<file path="src/rtl/hazard_pkg.sv">
// Shared definitions for the ID-stage hazard controller.
//   md_state_e      : mul/div hold sequencer state encoding
//   REG_ZERO        : architectural zero register, never a real dependency
//   STALL_CNT_W     : default width of the stall cycle counter
//   MULDIV_LATENCY  : default cycles a mul/div occupies EX
//   reg_match()     : does a producer register feed the ID instruction?
package hazard_pkg;

  typedef enum logic [1:0] {
    StIdle  = 2'd0,
    StBusy  = 2'd1,
    StDrain = 2'd2
  } md_state_e;

  localparam logic [4:0]  REG_ZERO       = 5'd0;
  localparam int unsigned STALL_CNT_W    = 16;
  localparam int unsigned MULDIV_LATENCY = 4;

  // rt only counts as a source when the ID instruction actually reads it.
  function automatic logic reg_match(input logic [4:0] r, input logic [4:0] rs,
                                     input logic [4:0] rt, input logic uses_rt);
    return (r != REG_ZERO) && ((r == rs) || (uses_rt && (r == rt)));
  endfunction

endpackage

</file>
<file path="src/rtl/muldiv_hold_fsm.sv">
// Holds a multi-cycle mul/div in EX for exactly MulDivLatency cycles.
//   clk_i    : clock
//   rst_i    : asynchronous active-high reset, aborts any op in flight
//   start_i  : EX instruction is mul/div (ignored while draining)
//   hold_o   : freeze EX; high for the first MulDivLatency-1 cycles of the op
//   done_o   : mul/div result valid in EX this cycle (last cycle of the op)
module muldiv_hold_fsm
  import hazard_pkg::*;
#(
  parameter int unsigned MulDivLatency = MULDIV_LATENCY  // legal range 2..16
) (
  input  logic clk_i,
  input  logic rst_i,
  input  logic start_i,
  output logic hold_o,
  output logic done_o
);

  localparam logic [3:0] CntInit = 4'(MulDivLatency - 2);

  md_state_e  state_q, state_d;
  logic [3:0] cnt_q, cnt_d;

  always_ff @(posedge clk_i or posedge rst_i) begin
    if (rst_i) begin
      state_q <= StIdle;
      cnt_q   <= 4'd0;
    end else begin
      state_q <= state_d;
      cnt_q   <= cnt_d;
    end
  end

  always_comb begin
    state_d = state_q;
    cnt_d   = cnt_q;
    unique case (state_q)
      StIdle: begin
        if (start_i) begin
          cnt_d   = CntInit;
          // Two-cycle ops skip BUSY: one hold cycle, then the result cycle.
          state_d = (MulDivLatency == 2) ? StDrain : StBusy;
        end
      end
      StBusy: begin
        cnt_d = cnt_q - 4'd1;
        if (cnt_q == 4'd1) state_d = StDrain;
      end
      StDrain: state_d = StIdle;
      default: state_d = StIdle;
    endcase
  end

  always_comb begin
    hold_o = 1'b0;
    done_o = 1'b0;
    unique case (state_q)
      StIdle:  hold_o = start_i;
      StBusy:  hold_o = 1'b1;
      StDrain: done_o = 1'b1;
      default: ;
    endcase
  end

endmodule

</file>
<file path="src/rtl/hazard_detection_unit.sv">
// ID-stage hazard controller for the 5-stage MIPS pipeline. Detects hazards that
// forwarding cannot cover (load-use, branch operands compared in ID), holds EX for
// multi-cycle mul/div and counts cycles in which the PC is frozen.
//   clk_i, rst_i         : clock, asynchronous active-high reset
//   mem_read_ex_i        : EX instruction is a load
//   reg_write_ex_i       : EX instruction writes the register file
//   rd_ex_i              : EX destination register
//   mem_read_mem_i       : MEM instruction is a load
//   rd_mem_i             : MEM destination register
//   rs_id_i, rt_id_i     : ID source fields
//   uses_rt_id_i         : ID instruction reads rt
//   branch_id_i          : ID instruction is a branch compared in ID
//   branch_taken_id_i    : that branch resolves taken this cycle
//   muldiv_start_ex_i    : EX instruction is mul/div
//   pc_write_o           : PC load enable
//   ifid_write_o         : IF/ID load enable
//   ifid_flush_o         : zero IF/ID at next edge
//   idex_bubble_o        : zero ID/EX control at next edge
//   ex_hold_o            : freeze ID/EX
//   exmem_bubble_o       : zero EX/MEM control at next edge
//   muldiv_done_o        : mul/div result valid in EX
//   stall_count_o        : saturating count of cycles with pc_write_o low
module hazard_detection_unit
  import hazard_pkg::*;
#(
  parameter int unsigned MulDivLatency = MULDIV_LATENCY,
  parameter int unsigned StallCntW     = STALL_CNT_W
) (
  input  logic                 clk_i,
  input  logic                 rst_i,
  input  logic                 mem_read_ex_i,
  input  logic                 reg_write_ex_i,
  input  logic [4:0]           rd_ex_i,
  input  logic                 mem_read_mem_i,
  input  logic [4:0]           rd_mem_i,
  input  logic [4:0]           rs_id_i,
  input  logic [4:0]           rt_id_i,
  input  logic                 uses_rt_id_i,
  input  logic                 branch_id_i,
  input  logic                 branch_taken_id_i,
  input  logic                 muldiv_start_ex_i,
  output logic                 pc_write_o,
  output logic                 ifid_write_o,
  output logic                 ifid_flush_o,
  output logic                 idex_bubble_o,
  output logic                 ex_hold_o,
  output logic                 exmem_bubble_o,
  output logic                 muldiv_done_o,
  output logic [StallCntW-1:0] stall_count_o
);

  logic match_ex, match_mem, load_use, br_haz, stall;
  logic hold, fsm_done;
  logic [StallCntW-1:0] stall_cnt_q, stall_cnt_d;

  assign match_ex  = reg_match(rd_ex_i, rs_id_i, rt_id_i, uses_rt_id_i);
  assign match_mem = reg_match(rd_mem_i, rs_id_i, rt_id_i, uses_rt_id_i);
  assign load_use  = mem_read_ex_i && match_ex;
  // Branch compares in ID need values that the forwarding path only reaches in EX.
  assign br_haz    = branch_id_i && ((reg_write_ex_i && match_ex) ||
                                     (mem_read_mem_i && match_mem));
  assign stall     = load_use || br_haz;

  muldiv_hold_fsm #(
    .MulDivLatency(MulDivLatency)
  ) u_muldiv_hold_fsm (
    .clk_i  (clk_i),
    .rst_i  (rst_i),
    .start_i(muldiv_start_ex_i),
    .hold_o (hold),
    .done_o (fsm_done)
  );

  // Hold beats stall beats flush: a taken branch seen while frozen resolves again later.
  always_comb begin
    pc_write_o     = 1'b1;
    ifid_write_o   = 1'b1;
    ifid_flush_o   = 1'b0;
    idex_bubble_o  = 1'b0;
    ex_hold_o      = 1'b0;
    exmem_bubble_o = 1'b0;
    muldiv_done_o  = fsm_done;
    if (rst_i) begin
      pc_write_o     = 1'b0;
      ifid_write_o   = 1'b0;
      idex_bubble_o  = 1'b1;
      exmem_bubble_o = 1'b1;
      muldiv_done_o  = 1'b0;
    end else if (hold) begin
      pc_write_o     = 1'b0;
      ifid_write_o   = 1'b0;
      ex_hold_o      = 1'b1;
      exmem_bubble_o = 1'b1;
    end else if (stall) begin
      pc_write_o    = 1'b0;
      ifid_write_o  = 1'b0;
      idex_bubble_o = 1'b1;
    end else if (branch_taken_id_i) begin
      ifid_flush_o = 1'b1;
    end
  end

  always_comb begin
    stall_cnt_d = stall_cnt_q;
    if (!pc_write_o && (stall_cnt_q != '1)) stall_cnt_d = stall_cnt_q + StallCntW'(1);
  end

  always_ff @(posedge clk_i or posedge rst_i) begin
    if (rst_i) stall_cnt_q <= '0;
    else       stall_cnt_q <= stall_cnt_d;
  end

  assign stall_count_o = stall_cnt_q;

endmodule

</file>
<file path="config.mk">
export PLATFORM = sky130hd
export DESIGN_NAME = hazard_detection_unit
export DESIGN_NICKNAME = d
export VERILOG_FILES = /design/src/rtl/hazard_pkg.sv /design/src/rtl/muldiv_hold_fsm.sv /design/src/rtl/hazard_detection_unit.sv
export SDC_FILE = /design/constraint.sdc
export NUM_CORES = 1
export LEC_CHECK = 0
export CORE_MARGIN = 4
export CORE_UTILIZATION = 41
export CTS_BUF_LIST = sky130_fd_sc_hd__clkbuf_4
export DETAILED_ROUTE_END_ITERATION = 8
export PLACE_DENSITY_LB_ADDON = 0.15
export SYNTH_ARGS = -nofsm -noshare
export SYNTH_HDL_FRONTEND = slang
export SYNTH_SLANG_ARGS = --single-unit
</file>
<file path="constraint.sdc">
create_clock -name clk_i -period 2.95 [get_ports clk_i]
set_input_delay 0.885 -clock clk_i [delete_from_list [all_inputs] [get_ports clk_i]]
set_output_delay 0.885 -clock clk_i [all_outputs]
set_load 0.01 [all_outputs]
</file>
Yosys cells after proc, flatten, opt, wreduce, memory -nomap -nowiden
Index checks and enable logic that the tools add are counted.
W data, S select, Z words.
Word-level totals
  bits in registers: 22
  output and inout bits: 23
  bits of input ports: 29
Cells by class
  mux-type cells: 21
  add/sub/neg operators: 2
  reduce and logical (&&, ||, !) cells: 20
  equal/unequal tests: 10
Operator list (count)
  $eq A5 B5 Y1: 4
  $add A16 B1 Y16 const B: 1
  $ne A16 B16 Y1 const B: 1
  $mux W1: 15
  $reduce_bool A5 Y1: 2
  $logic_and A1 B1 Y1: 9
  $pmux W4 S2: 1
  $eq A4 B1 Y1 const B: 1
  $logic_or A1 B1 Y1: 4
  $mux W2: 2
  $mux W4: 1
  $pmux W2 S2: 1
  $reduce_and A2 Y1: 2
  $sub A4 B1 Y4 const B: 1
  $eq A2 B1 Y1 const B: 1
  $eq A2 B2 Y1 const B: 1
  $logic_not A2 Y1: 1
  $ne A2 B1 Y1 const B: 1
  $ne A2 B2 Y1 const B: 1
  $pmux W1 S2: 1
  $reduce_bool A2 Y1: 1
  $logic_not A1 Y1: 1

Longest topological paths before layout
  depth after elaboration: 13
  depth in mapped cells: 8
  gate-level depth less buffers: 7

Cells and area by module
From an unflattened synthesis, not the netlist that was laid out.
Second synthesis, totals
  cells, all modules: 149
  area, all modules: 1437.6 sq um
By module, submodules not included
  hazard_detection_unit: cells each 119, instances 1, area each 1133.6 sq um
  muldiv_hold_fsm: cells each 30, instances 1, area each 304.0 sq um

Worst setup path before layout
Ideal clock, no wire load.
  kind: input-to-output
  from: input port rst_i
  to: output port ifid_flush_o
  stages: 5
  setup slack: -0.273 ns
  data required time: 2.065 ns
  arrival: 2.338 ns
  path through: inv_1 nand2_1 a221o_2 inv_1 and2_1
Between the ends
  word-level cells in the longest chain between the ends: 1
Ends and longest elaborated chain
  start, declared: RTL line hazard_detection_unit.sv:30  | input logic rst_i,
  $mux W1: RTL line hazard_detection_unit.sv:83  | if (rst_i) begin
  end, declared: RTL line hazard_detection_unit.sv:44  | output logic ifid_flush_o,
Every way passes these cells.

Final worst setup path
  from: input port rd_mem_i[0]
  to: output port ifid_flush_o
Between the ends
  word-level cells in the longest chain between the ends: 11
  elaborated cells on any way between the ends: 13
  classes of those cells: eq/ne (2); mux (3); reduce/logical (8)
Ends and longest elaborated chain
  start, declared: RTL line hazard_detection_unit.sv:35  | input logic [4:0] rd_mem_i,
  $eq A5 B5 Y1: RTL line hazard_pkg.sv:22  | return (r != REG_ZERO) && ((r == rs) || (uses_rt && (r == rt)));
  $logic_and A1 B1 Y1: RTL line hazard_pkg.sv:22
  $logic_or A1 B1 Y1: RTL line hazard_pkg.sv:22
  $logic_and A1 B1 Y1 (*): RTL line hazard_pkg.sv:22
  $logic_and A1 B1 Y1 (*): RTL line hazard_detection_unit.sv:61  | (mem_read_mem_i && match_mem));
  $logic_or A1 B1 Y1 (*): RTL line hazard_detection_unit.sv:60  | assign br_haz = branch_id_i && ((reg_write_ex_i && match_ex) ||
  $logic_and A1 B1 Y1 (*): RTL line hazard_detection_unit.sv:60
  $logic_or A1 B1 Y1 (*): RTL line hazard_detection_unit.sv:62  | assign stall = load_use || br_haz;
  $mux W1 (*): RTL line hazard_detection_unit.sv:94  | end else if (stall) begin
  $mux W1 (*): RTL line hazard_detection_unit.sv:89  | end else if (hold) begin
  $mux W1 (*): RTL line hazard_detection_unit.sv:83
Every way passes the cells marked *; elsewhere a longest branch is shown, timed or not.

==> results.sh <==
export IMPL_worst_hold_stages=1
export IMPL_finalClockSkew_ns=0.0152
export IMPL_clockPowerShare_pct=16.9
export IMPL_drt_initial_drc_count=59
export IMPL_arrival_ns=2.35
export IMPL_drt_first_pass_iters=4
export IMPL_final_hold_viol_count=0
export IMPL_fin_nets=251
export IMPL_violations_in_the_final_reports="setup timing"
export IMPL_cts_buffers_inserted=3
export IMPL_fin_util_pct=65.4
export IMPL_switching_share_of_power_pct=34.4
export IMPL_num_antenna_cells=0
export IMPL_timing_final_crit_period_ns=3.23
export IMPL_die_y_um=66.6
export IMPL_area_contributors_post_synth="dfrtp_1, xnor2_1, nand3_1"
export IMPL_final_fill_count=287
export IMPL_netlist_area_leader_share_pct=39.1
export IMPL_synth_net_count=181
export IMPL_post_synth_inst_count=149
export IMPL_avgSynthCellArea_sq_um=9.44
export IMPL_final_min_period_over_clock_period_pct=110
export IMPL_synth_cell_types=36
export IMPL_worst_skew_pair_later_pin_latency_ns=0.31
export IMPL_max_freq_mhz=309
export IMPL_cp_startpoint_kind="input port"
export IMPL_final_critical_path_setup_slack_ns=-0.284
export IMPL_worst_ir_drop_vdd_uv=694
export IMPL_seq_area_frac_synth_pct=39.1
export IMPL_io_pins=52
export IMPL_detailroute_via_count=1343
export IMPL_net_switching_power_uw=467
export IMPL_crit_end_element="primary output"
export IMPL_status="complete, but fails checks"
export IMPL_h_tree_depth=1
export IMPL_synth_seq_cells=22
export IMPL_intPower_uw=891
export IMPL_worst_endpoint_required_ns=2.07
export IMPL_grt_start_max_net_pins=24
export IMPL_tritoncts="built"
export IMPL_power_frac_seq_pct=37.1
export IMPL_initial_utilization_pct=42.1
export IMPL_timing_max_transition_violations_final=0
export IMPL_die_width_um=66.6
export IMPL_tritoncts_num_sinks=22
export IMPL_finalWirelength_mm=3.70
export IMPL_design_power_total_mw=1.36
export IMPL_synth_edf_count=0
export IMPL_worst_slew_pin_transition_ns=0.470
export IMPL_ctsRootBufferMaster="clkbuf_4"
export IMPL_setup_viol=4
export IMPL_synth_flop_cell="dfrtp_1"
export IMPL_gp_routability_congestion=0.951
export IMPL_yosys_warnings=0
export IMPL_drt_vias_per_instance=5.09
export IMPL_reg2regPathDepth=6
export IMPL_asyncSetResetFlopFracSynth_pct=100
export IMPL_p_leak_nw=0.964
export IMPL_antenna_found_initial=0
export IMPL_max_slew_margin_pct=68.7
export IMPL_synth_cells_most_frequent="xnor2_1, dfrtp_1, nand3_1, nand2_1, nor2_1"
export IMPL_grt_setup_unrepaired="yes"
export IMPL_setup_tns_final_ns=-0.750
export IMPL_critPathMaxFanout=4
export IMPL_synth_cell_area_sq_um=1410
export IMPL_drc=0
export IMPL_hold_path_class="flip-flop to flip-flop"
export IMPL_grtUsageTotal_pct=17.5
export IMPL_cts_hold_buffers_added=0
export IMPL_synthMostInstantiatedCell="xnor2_1"
export IMPL_gr_total_overflow=0
export IMPL_first_global_vias=1268
export IMPL_grt_pass1_wl_mm=6.09
export IMPL_cell_accounting_for_the_most_synthesized_area="dfrtp_1"
export IMPL_worst_setup_path_type="input port to primary output"
export IMPL_hpwl_mm=2.85
export IMPL_fp_dieArea_sq_um=4430
export IMPL_numPortBuffers=51
export IMPL_wl_cell_um=14.0
export IMPL_post_route_cells_drive_above_1_share_pct=24.3
export IMPL_clock_tree_buffer_depth=2
export IMPL_power_share_combinational_pct=46.1
export IMPL_placementRows=21
export IMPL_p_per_area_nw_per_um2=623
export IMPL_antenna_violating_nets_post_route=0
export IMPL_area_growth_synth_to_final_pct=55.2
export IMPL_cts_clk_slew_worst_paths_ns=0.13
export IMPL_drv_cap=0
export IMPL_fp_coreArea_sq_um=3340
[timing repair]
action | 4_1_cts | 5_1_grt
setup buffers | 2 | 5
setup endpoints to repair | 7 | 5
pin swaps | 7 | 16
resized for setup | 57 | 17
[worst max-delay path: stages]
cell and delay, ns:
buf_6 0.09, or3_4 0.37, o311a_4 0.32, a221o_2 0.36, inv_2 0.09, and2_4 0.14, buf_6 0.09
[power by group through the flow]
| stage | Clock (mW) | Combinational [mW] | Sequential, mW |
|---|---|---|---|
| after floorplan | 0 | 0.331 | 0.502 |
| after global placement | 0 | 0.591 | 0.502 |
| after detailed placement | 0 | 0.612 | 0.507 |
| after CTS | 0.236 | 0.600 | 0.501 |
| after global routing | 0.252 | 0.685 | 0.519 |
| final | 0.229 | 0.626 | 0.504 |
[metal layers]
layer	up-vias	global-route usage (%)	wire, um
li1	657	-	-
met4	0	2.28	32
met1	657	23.9	1670
met2	25	28.7	1890
met5	-	0	0
met3	4	4.38	107
[kinds of logic (layout without fill, tap and decap cells)]
| family | count (synthesis) | after routing | share of synthesized area, % |
|---|---|---|---|
| muxes | 3 | 3 | 2.40 |
| AOI/OAI and AO/OA | 14 | 14 | 7.21 |
| xor gates and xnor gates | 34 | 34 | 21.2 |
| adders and majority gates | 3 | 3 | 2.67 |
| and+or+nand+nor | 62 | 62 | 23.5 |
| DFF | 22 | 22 | 39.1 |
| buffers and inverters | 11 | 80 | 3.91 |
[final timing paths]
path,start,slack (ns),to
setup / recovery,rd_mem_i[0],-0.28,ifid_flush_o
hold / removal,stall_count_o[9],0.51,stall_count_o[9]
setup reg to reg,stall_count_o[6],0.70,stall_count_o[1]
hold reg to reg,stall_count_o[9],0.51,stall_count_o[9]
max in group asynchronous,rst_i,1.78,stall_count_o[0]
min in group asynchronous,rst_i,0.97,u_muldiv_hold_fsm.cnt_q[3]
[registers in the layout, indices dropped and copies added (netlist names)]
register and flops:
u_muldiv_hold_fsm.cnt_q 4, u_muldiv_hold_fsm.state_q 2, stall_count_o 16
[layout make-up]
cell class / count / area [sq um] / area share (%)
flip-flops and latches: 22 / 551 / 25.2
clock inverters: 1 / 30.0 / 1.38
well taps: 46 / 57.6 / 2.64
clock buffers: 3 / 22.5 / 1.03
repair buffers: 70 / 618 / 28.3
inverters: 6 / 26.3 / 1.20
multi-input cells: 116 / 877 / 40.2
[stage by stage]
stage | worst slack (ns) | hold WS, ns | cells | area (sq um)
2_1_floorplan | -0.118 | 0.498 | 149 | 1410
3_3_place_gp | -0.990 | 0.481 | 253 | 2040
3_5_place_dp | -1.04 | 0.491 | 253 | 2040
4_1_cts | -0.339 | 0.509 | 259 | 2070
5_1_grt | -0.313 | 0.543 | 264 | 2180
6_report | -0.284 | 0.513 | 264 | 2180
[cells in the final DEF, fill, tap and decap left out, types with 2 or more instances in the layout]
cell type        netlist  routed
xnor2_2                0       4
or3_1                  3       2
ha_1                   3       3
nand3_1               16      16
buf_4                  1      18
a21oi_2                0       2
clkdlybuf4s50_1        0      23
a22o_1                 2       2
mux2_2                 3       3
inv_1                  6       4
xnor2_1               34      30
nor2_1                 8       7
and3_1                 5       5
buf_2                  1       4
o22ai_2                0       2
nand2_1               11      11
nand4_1                5       5
buf_6                  1       5
nor3_1                 4       4
dlygate4sd2_1          0      17
clkbuf_4               0       3
dfrtp_1               22      22
Power figures use the tool's default switching activity.
